### src/rtl/mri_exec_unit.sv
// PDP-8 style memory-reference instruction engine (AND/TAD/ISZ/DCA/JMS/JMP)
// with direct, indirect and auto-increment addressing over a req/ack memory port.
module mri_exec_unit #(
    parameter int WIDTH         = 12,
    parameter int AUTOINC_BASE  = 8,
    parameter int AUTOINC_COUNT = 8
) (
    input  logic             clock,
    input  logic             resetN,
    input  logic             start,
    input  logic [WIDTH-1:0] instr,
    input  logic [WIDTH-1:0] ac_in,
    input  logic             lk_in,
    input  logic [WIDTH-1:0] pc_in,
    output logic             mem_req,
    output logic             mem_we,
    output logic [WIDTH-1:0] mem_addr,
    output logic [WIDTH-1:0] mem_wdata,
    input  logic [WIDTH-1:0] mem_rdata,
    input  logic             mem_ack,
    output logic             busy,
    output logic             done,
    output logic             err,
    output logic [WIDTH-1:0] ac_out,
    output logic             lk_out,
    output logic [WIDTH-1:0] pc_out
);

    typedef enum logic [2:0] {
        S_IDLE, S_IND_RD, S_IND_WB, S_OP_RD, S_OP_WB, S_DONE
    } state_t;

    localparam logic [2:0] OP_AND = 3'd0;
    localparam logic [2:0] OP_TAD = 3'd1;
    localparam logic [2:0] OP_ISZ = 3'd2;
    localparam logic [2:0] OP_DCA = 3'd3;
    localparam logic [2:0] OP_JMS = 3'd4;
    localparam logic [2:0] OP_JMP = 3'd5;

    localparam logic [WIDTH-1:0] AI_LO = WIDTH'(AUTOINC_BASE);
    localparam logic [WIDTH-1:0] AI_HI = WIDTH'(AUTOINC_BASE + AUTOINC_COUNT - 1);

    state_t           state_q, state_d;
    logic [2:0]       op_q, op_d;
    logic [WIDTH-1:0] ea_q, ea_d, ac_q, ac_d, pc_q, pc_d, npc_q, npc_d, data_q, data_d;
    logic             lk_q, lk_d, ill_q, ill_d;
    logic             req_q, req_d, we_q, we_d;
    logic [WIDTH-1:0] addr_q, addr_d, wdata_q, wdata_d;
    logic             busy_q, busy_d, done_q, done_d, err_q, err_d;
    logic [WIDTH-1:0] ac_out_q, ac_out_d, pc_out_q, pc_out_d;
    logic             lk_out_q, lk_out_d;

    logic             launch;
    logic [WIDTH-1:0] ea_in, rdata_inc;
    logic [WIDTH:0]   tad_sum;
    logic             ea_autoinc;

    assign ea_in      = {instr[WIDTH-5] ? pc_in[WIDTH-1:WIDTH-5] : 5'b0, instr[WIDTH-6:0]};
    assign rdata_inc  = mem_rdata + 1'b1;
    assign tad_sum    = {1'b0, ac_q} + {1'b0, mem_rdata};
    assign ea_autoinc = (ea_q >= AI_LO) && (ea_q <= AI_HI);

    function automatic state_t op_state(input logic [2:0] op);
        case (op)
            OP_AND, OP_TAD, OP_ISZ: op_state = S_OP_RD;
            OP_DCA, OP_JMS:         op_state = S_OP_WB;
            default:                op_state = S_DONE;
        endcase
    endfunction

    always_comb begin
        // NOTE: every variable gets a default first so no path can infer a latch.
        state_d  = state_q;
        op_d     = op_q;
        ea_d     = ea_q;
        ac_d     = ac_q;
        lk_d     = lk_q;
        pc_d     = pc_q;
        npc_d    = npc_q;
        data_d   = data_q;
        ill_d    = ill_q;
        req_d    = req_q;
        we_d     = we_q;
        addr_d   = addr_q;
        wdata_d  = wdata_q;
        busy_d   = busy_q;
        done_d   = 1'b0;
        err_d    = err_q;
        ac_out_d = ac_out_q;
        lk_out_d = lk_out_q;
        pc_out_d = pc_out_q;
        launch   = 1'b0;

        case (state_q)
            S_IDLE: begin
                if (start && !busy_q) begin
                    op_d   = instr[WIDTH-1:WIDTH-3];
                    ea_d   = ea_in;
                    ac_d   = ac_in;
                    lk_d   = lk_in;
                    pc_d   = pc_in;
                    npc_d  = pc_in + 1'b1;
                    ill_d  = 1'b0;
                    busy_d = 1'b1;
                    if (op_d > OP_JMP) begin
                        ill_d   = 1'b1;
                        state_d = S_DONE;
                    end else if (op_d == OP_JMP && !instr[WIDTH-4]) begin
                        npc_d   = ea_in;
                        state_d = S_DONE;
                    end else if (instr[WIDTH-4]) begin
                        state_d = S_IND_RD;
                        launch  = 1'b1;
                    end else begin
                        state_d = op_state(op_d);
                        launch  = 1'b1;
                    end
                end
            end
            S_IND_RD: begin
                if (!req_q) begin
                    launch = 1'b1;
                end else if (mem_ack) begin
                    req_d = 1'b0;
                    if (ea_autoinc) begin
                        data_d  = rdata_inc;
                        state_d = S_IND_WB;
                    end else begin
                        ea_d    = mem_rdata;
                        npc_d   = (op_q == OP_JMP) ? mem_rdata : npc_q;
                        state_d = op_state(op_q);
                    end
                end
            end
            S_IND_WB: begin
                if (!req_q) begin
                    launch = 1'b1;
                end else if (mem_ack) begin
                    req_d   = 1'b0;
                    ea_d    = data_q;
                    npc_d   = (op_q == OP_JMP) ? data_q : npc_q;
                    state_d = op_state(op_q);
                end
            end
            S_OP_RD: begin
                if (!req_q) begin
                    launch = 1'b1;
                end else if (mem_ack) begin
                    req_d   = 1'b0;
                    state_d = S_DONE;
                    case (op_q)
                        OP_AND: ac_d = ac_q & mem_rdata;
                        OP_TAD: begin
                            ac_d = tad_sum[WIDTH-1:0];
                            lk_d = lk_q ^ tad_sum[WIDTH];
                        end
                        OP_ISZ: begin
                            data_d  = rdata_inc;
                            state_d = S_OP_WB;
                        end
                        default: ;
                    endcase
                end
            end
            S_OP_WB: begin
                if (!req_q) begin
                    launch = 1'b1;
                end else if (mem_ack) begin
                    req_d   = 1'b0;
                    state_d = S_DONE;
                    case (op_q)
                        OP_ISZ: npc_d = (data_q == '0) ? pc_q + WIDTH'(2) : npc_q;
                        OP_DCA: ac_d  = '0;
                        OP_JMS: npc_d = ea_q + 1'b1;
                        default: ;
                    endcase
                end
            end
            S_DONE: begin
                done_d   = 1'b1;
                busy_d   = 1'b0;
                err_d    = ill_q;
                ac_out_d = ac_q;
                lk_out_d = lk_q;
                pc_out_d = npc_q;
                state_d  = S_IDLE;
            end
            default: state_d = S_IDLE;
        endcase

        // Bus fields are loaded only when a request is raised, so they stay put while waiting for ack.
        if (launch) begin
            req_d   = 1'b1;
            addr_d  = ea_d;
            we_d    = (state_d == S_IND_WB) || (state_d == S_OP_WB);
            wdata_d = '0;
            if (state_d == S_IND_WB) begin
                wdata_d = data_d;
            end else if (state_d == S_OP_WB) begin
                case (op_d)
                    OP_ISZ:  wdata_d = data_d;
                    OP_DCA:  wdata_d = ac_d;
                    OP_JMS:  wdata_d = pc_d + 1'b1;
                    default: wdata_d = '0;
                endcase
            end
        end
    end

    // NOTE: sequential state uses non-blocking assignments only.
    always_ff @(posedge clock or negedge resetN) begin
        if (!resetN) begin
            state_q  <= S_IDLE;
            op_q     <= '0;
            ea_q     <= '0;
            ac_q     <= '0;
            lk_q     <= 1'b0;
            pc_q     <= '0;
            npc_q    <= '0;
            data_q   <= '0;
            ill_q    <= 1'b0;
            req_q    <= 1'b0;
            we_q     <= 1'b0;
            addr_q   <= '0;
            wdata_q  <= '0;
            busy_q   <= 1'b0;
            done_q   <= 1'b0;
            err_q    <= 1'b0;
            ac_out_q <= '0;
            lk_out_q <= 1'b0;
            pc_out_q <= '0;
        end else begin
            state_q  <= state_d;
            op_q     <= op_d;
            ea_q     <= ea_d;
            ac_q     <= ac_d;
            lk_q     <= lk_d;
            pc_q     <= pc_d;
            npc_q    <= npc_d;
            data_q   <= data_d;
            ill_q    <= ill_d;
            req_q    <= req_d;
            we_q     <= we_d;
            addr_q   <= addr_d;
            wdata_q  <= wdata_d;
            busy_q   <= busy_d;
            done_q   <= done_d;
            err_q    <= err_d;
            ac_out_q <= ac_out_d;
            lk_out_q <= lk_out_d;
            pc_out_q <= pc_out_d;
        end
    end

    assign mem_req   = req_q;
    assign mem_we    = we_q;
    assign mem_addr  = addr_q;
    assign mem_wdata = wdata_q;
    assign busy      = busy_q;
    assign done      = done_q;
    assign err       = err_q;
    assign ac_out    = ac_out_q;
    assign lk_out    = lk_out_q;
    assign pc_out    = pc_out_q;

endmodule
### config.mk
export PLATFORM = sky130hd
export DESIGN_NAME = mri_exec_unit
export DESIGN_NICKNAME = d
export VERILOG_FILES = /design/src/rtl/mri_exec_unit.sv
export SDC_FILE = /design/constraint.sdc
export NUM_CORES = 1
export LEC_CHECK = 0
export ABC_AREA = 1
export BUFFER_PORTS_ARGS = -buffer_cell sky130_fd_sc_hd__buf_2
export CELL_PAD_IN_SITES_DETAIL_PLACEMENT = 1
export CELL_PAD_IN_SITES_GLOBAL_PLACEMENT = 2
export CORE_AREA = 2 2 155 172
export DETAILED_ROUTE_END_ITERATION = 10
export DIE_AREA = 0 0 157 174
export PLACE_DENSITY = 0.82
export SLEW_MARGIN = 20
export SYNTH_ARGS = -nofsm -noshare
export SYNTH_HDL_FRONTEND = slang
export SYNTH_SLANG_ARGS = --single-unit
### constraint.sdc
create_clock -name clock -period 2.84 [get_ports clock]
set_input_delay 0 -clock clock [delete_from_list [all_inputs] [get_ports clock]]
set_output_delay 0 -clock clock [all_outputs]
set_load 0.02 [all_outputs]
==> impl_metrics.json <==
{
  "p_leak_nw": 5.15,
  "regArea_mm2": 0.00305,
  "syn-num-nets": 1269,
  "cts_setup_buffers": 0,
  "cts_tree": "built",
  "die-area_mm2": 0.0273,
  "synthArstFlopShare_pct": 100,
  "hold_slack_ps": -3.37,
  "wl_per_cell_um": 20.4,
  "syn-mean-instance-area_um2": 6.93,
  "insertion_delay_ps": 430,
  "wl_mm": 34.9,
  "tns_ps": 0,
  "synth.area.mux_share_pct": 0,
  "drv_cap": 0,
  "fin_crit_sh_pct": 94.3,
  "cp.required_ps": 3160,
  "synth_edf_count": 0,
  "grt_pass1_vias": 9093,
  "synth-adder-area-share_pct": 2.96,
  "port_buffers": 106,
  "ctsLongestPathBuffers": 2,
  "setup_viol": 0,
  "min_period_ps": 2680,
  "synth_top_area_share_pct": 36.8,
  "nFillCells": 3316,
  "drc": 0,
  "finalPower_mw": 4.34,
  "place_ws_ps": 46.1,
  "crit_path_end_kind": "register",
  "max_slew_margin_pct": 49.7,
  "via_count": 8877,
  "report.final.slew_viol_count": 0,
  "p_per_area_mw_per_mm2": 426,
  "htree_levels": 4,
  "ys_warn_count": 0,
  "hold_violations": 1,
  "clock-root-buffer": "clkbuf_16",
  "crit_type": "reg2reg",
  "holdCritPathClass": "in2reg",
  "critPathMaxFanout": 25,
  "grt_max_degree": 72,
  "antenna_left": 0,
  "row_count": 62,
  "antenna_found_initial": 0,
  "synthXorXnorAreaFrac_pct": 1.90,
  "synth_top_family_by_area": "simple AND/OR/NAND/NOR gates",
  "syn_inst": 1197,
  "grt_use_total_pct": 25.9,
  "yosys.area_share.simple_pct": 34.2,
  "n_antenna_cell": 0,
  "drive_gt1_share_pct": 17.1,
  "multi_input_area_mm2": 0.00450,
  "viasPerCell": 5.19,
  "syn2layout_area_growth_pct": 22.8,
  "startpoint_type": "register",
  "fin_skew_ps": 10.1,
  "yosysUniqueCellTypes": 54,
  "dp_cells": 1658,
  "synth-compound-area-share_pct": 15.2,
  "io_pins": 107,
  "dp_hpwl_mm": 28.0,
  "violations": "hold timing",
  "die_x_um": 157,
  "synth-main-ff-cell": "dfrtp_1",
  "final_cells": 1711,
  "clkSinkCount": 122,
  "yosysTopAreaCell": "dfrtp_1",
  "crit_arrival_ps": 3000,
  "numCtsBuffers": 17,
  "first_pass_iters": 5,
  "synth_area_mm2": 0.00830,
  "synthTopCellsByArea": "dfrtp_1, nand2_1, inv_1",
  "drt_iter0_drc": 654,
  "place_congestion": 0.941,
  "rsz0062_at_grt": "true",
  "fmax_mhz": 373,
  "fin_ws_ps": 161,
  "status": "finished, violations left",
  "die_h_um": 174,
  "peakVddDrop_uv": 383,
  "grt_pass1_wl_mm": 53.1,
  "synth-seq-cells": 122,
  "start_util_pct": 32.3,
  "yosysSeqAreaShare_pct": 36.8,
  "grt_overflow": 0,
  "final_nets": 1419,
  "clk_pin_slew_worst_paths_ps": 60,
  "worst_slew_pin_slew_ps": 755,
  "core_mm2": 0.0257
}
flip-flops by register name, indices dropped and copies added, names as in the netlist, 3 cells and up:
register and count:
pc_q 12, pc_out 12, mem_wdata 12, npc_q 12
data_q 12, state_q 3, ac_out 12, ac_q 12
mem_addr 12, op_q 3, ea_q 12
cell families after synthesis:
family                   after synthesis
buffers and inverters                180
adder cells (fa/ha/maj)               19
flip-flops                           122
AND/OR/NAND/NOR                      641
AO/OA/AOI/OAI                        217
XOR/XNOR                              18
worst max-delay path, stage by stage (launching register included):
cell and delay [ps]:
dfrtp_1 450, nand2_2 200, inv_4 290, nand2_1 90
nor2_1 100, nor2_1 50, nor2_2 260, nand2_1 240
inv_2 140, o21ai_1 190, a22oi_1 240, a21oi_1 100
nor2_1 140, nor2_1 50
where the power goes:
group          total [mW]  switching [mW]  internal [mW]
clock                2.30           0.897           1.41
combinational       0.297           0.201         0.0964
sequential           1.74               0           1.74
total                4.34            1.10           3.24
synth_stat cells, drive strengths merged (2+ instances only):
| library cell | n |
|---|---|
| nand3b | 3 |
| nand2 | 379 |
| ha | 18 |
| xor2 | 14 |
| xnor2 | 4 |
| o31ai | 2 |
| o221ai | 3 |
| a211oi | 5 |
| nor4 | 3 |
| o21ai | 98 |
| nand3 | 81 |
| nand4 | 24 |
| o211ai | 10 |
| nor2 | 133 |
| a21boi | 4 |
| buf | 20 |
| dfrtp | 122 |
| nor3 | 15 |
| clkbuf | 15 |
| a21oi | 62 |
| o2111ai | 2 |
| a22oi | 5 |
| clkinv | 2 |
| o22ai | 6 |
| a31oi | 13 |
| or2 | 2 |
| inv | 143 |
layout by cell type (no fill, tap or decap), types with 11 or more instances in the layout:
cell / n
nand4_1: 24
o21ai_0: 81
xor2_1: 14
nor2_1: 121
ha_1: 18
dfrtp_1: 122
a21oi_1: 60
inv_1: 134
nand2_1: 365
a31oi_1: 13
nor3_1: 11
dlygate4sd3_1: 22
clkbuf_16: 17
nand3_1: 75
buf_2: 105
buf_4: 38
what timing repair did:
item	4_1_cts	5_1_grt
resized for setup	0	3
hold buffers	22	0
setup endpoints to repair	0	5
hold endpoints to repair	89	0
path summary, 6_finish.rpt:
kind	slack, ps	depth (start not counted)	start	to
worst min-delay path	-3	3	pc_in[10]	pc_q[10]
max in group asynchronous	1840	3	resetN	mem_wdata[4]
min in group asynchronous	160	2	resetN	pc_q[10]
worst max register to register	160	13	mem_req	mem_wdata[0]
worst max-delay path	160	13	mem_req	mem_wdata[0]
worst min register to register	460	2	pc_out[0]	pc_out[0]
area by class of cell:
| type | instances | area share (%) |
|---|---|---|
| tap | 352 | 4.32 |
| multi-input combinational | 895 | 44.2 |
| sequential | 122 | 30.0 |
| clock buffer | 18 | 4.31 |
| inverter | 145 | 5.38 |
| clock inverter | 13 | 1.62 |
| timing repair buffer | 166 | 10.2 |
through the flow:
| stage | utilization [%] | cell area, um^2 |
|---|---|---|
| after detailed placement | 36.5 | 9370 |
| final | 39.7 | 10200 |
| after global placement | 36.5 | 9370 |
| after global routing | 39.7 | 10200 |
| after CTS | 39.7 | 10200 |
| after floorplan | - | 8300 |
routing by layer:
layer / vias to the layer above / global-route usage [%] / share of wire, %
met5: - / 0 / 0
met4: 0 / 11.9 / 4.6
met3: 80 / 3.47 / 4.1
met2: 251 / 44.7 / 49
met1: 4342 / 31.9 / 42
li1: 4204 / - / -
No activity file was read; power rests on OpenSTA's default activity.
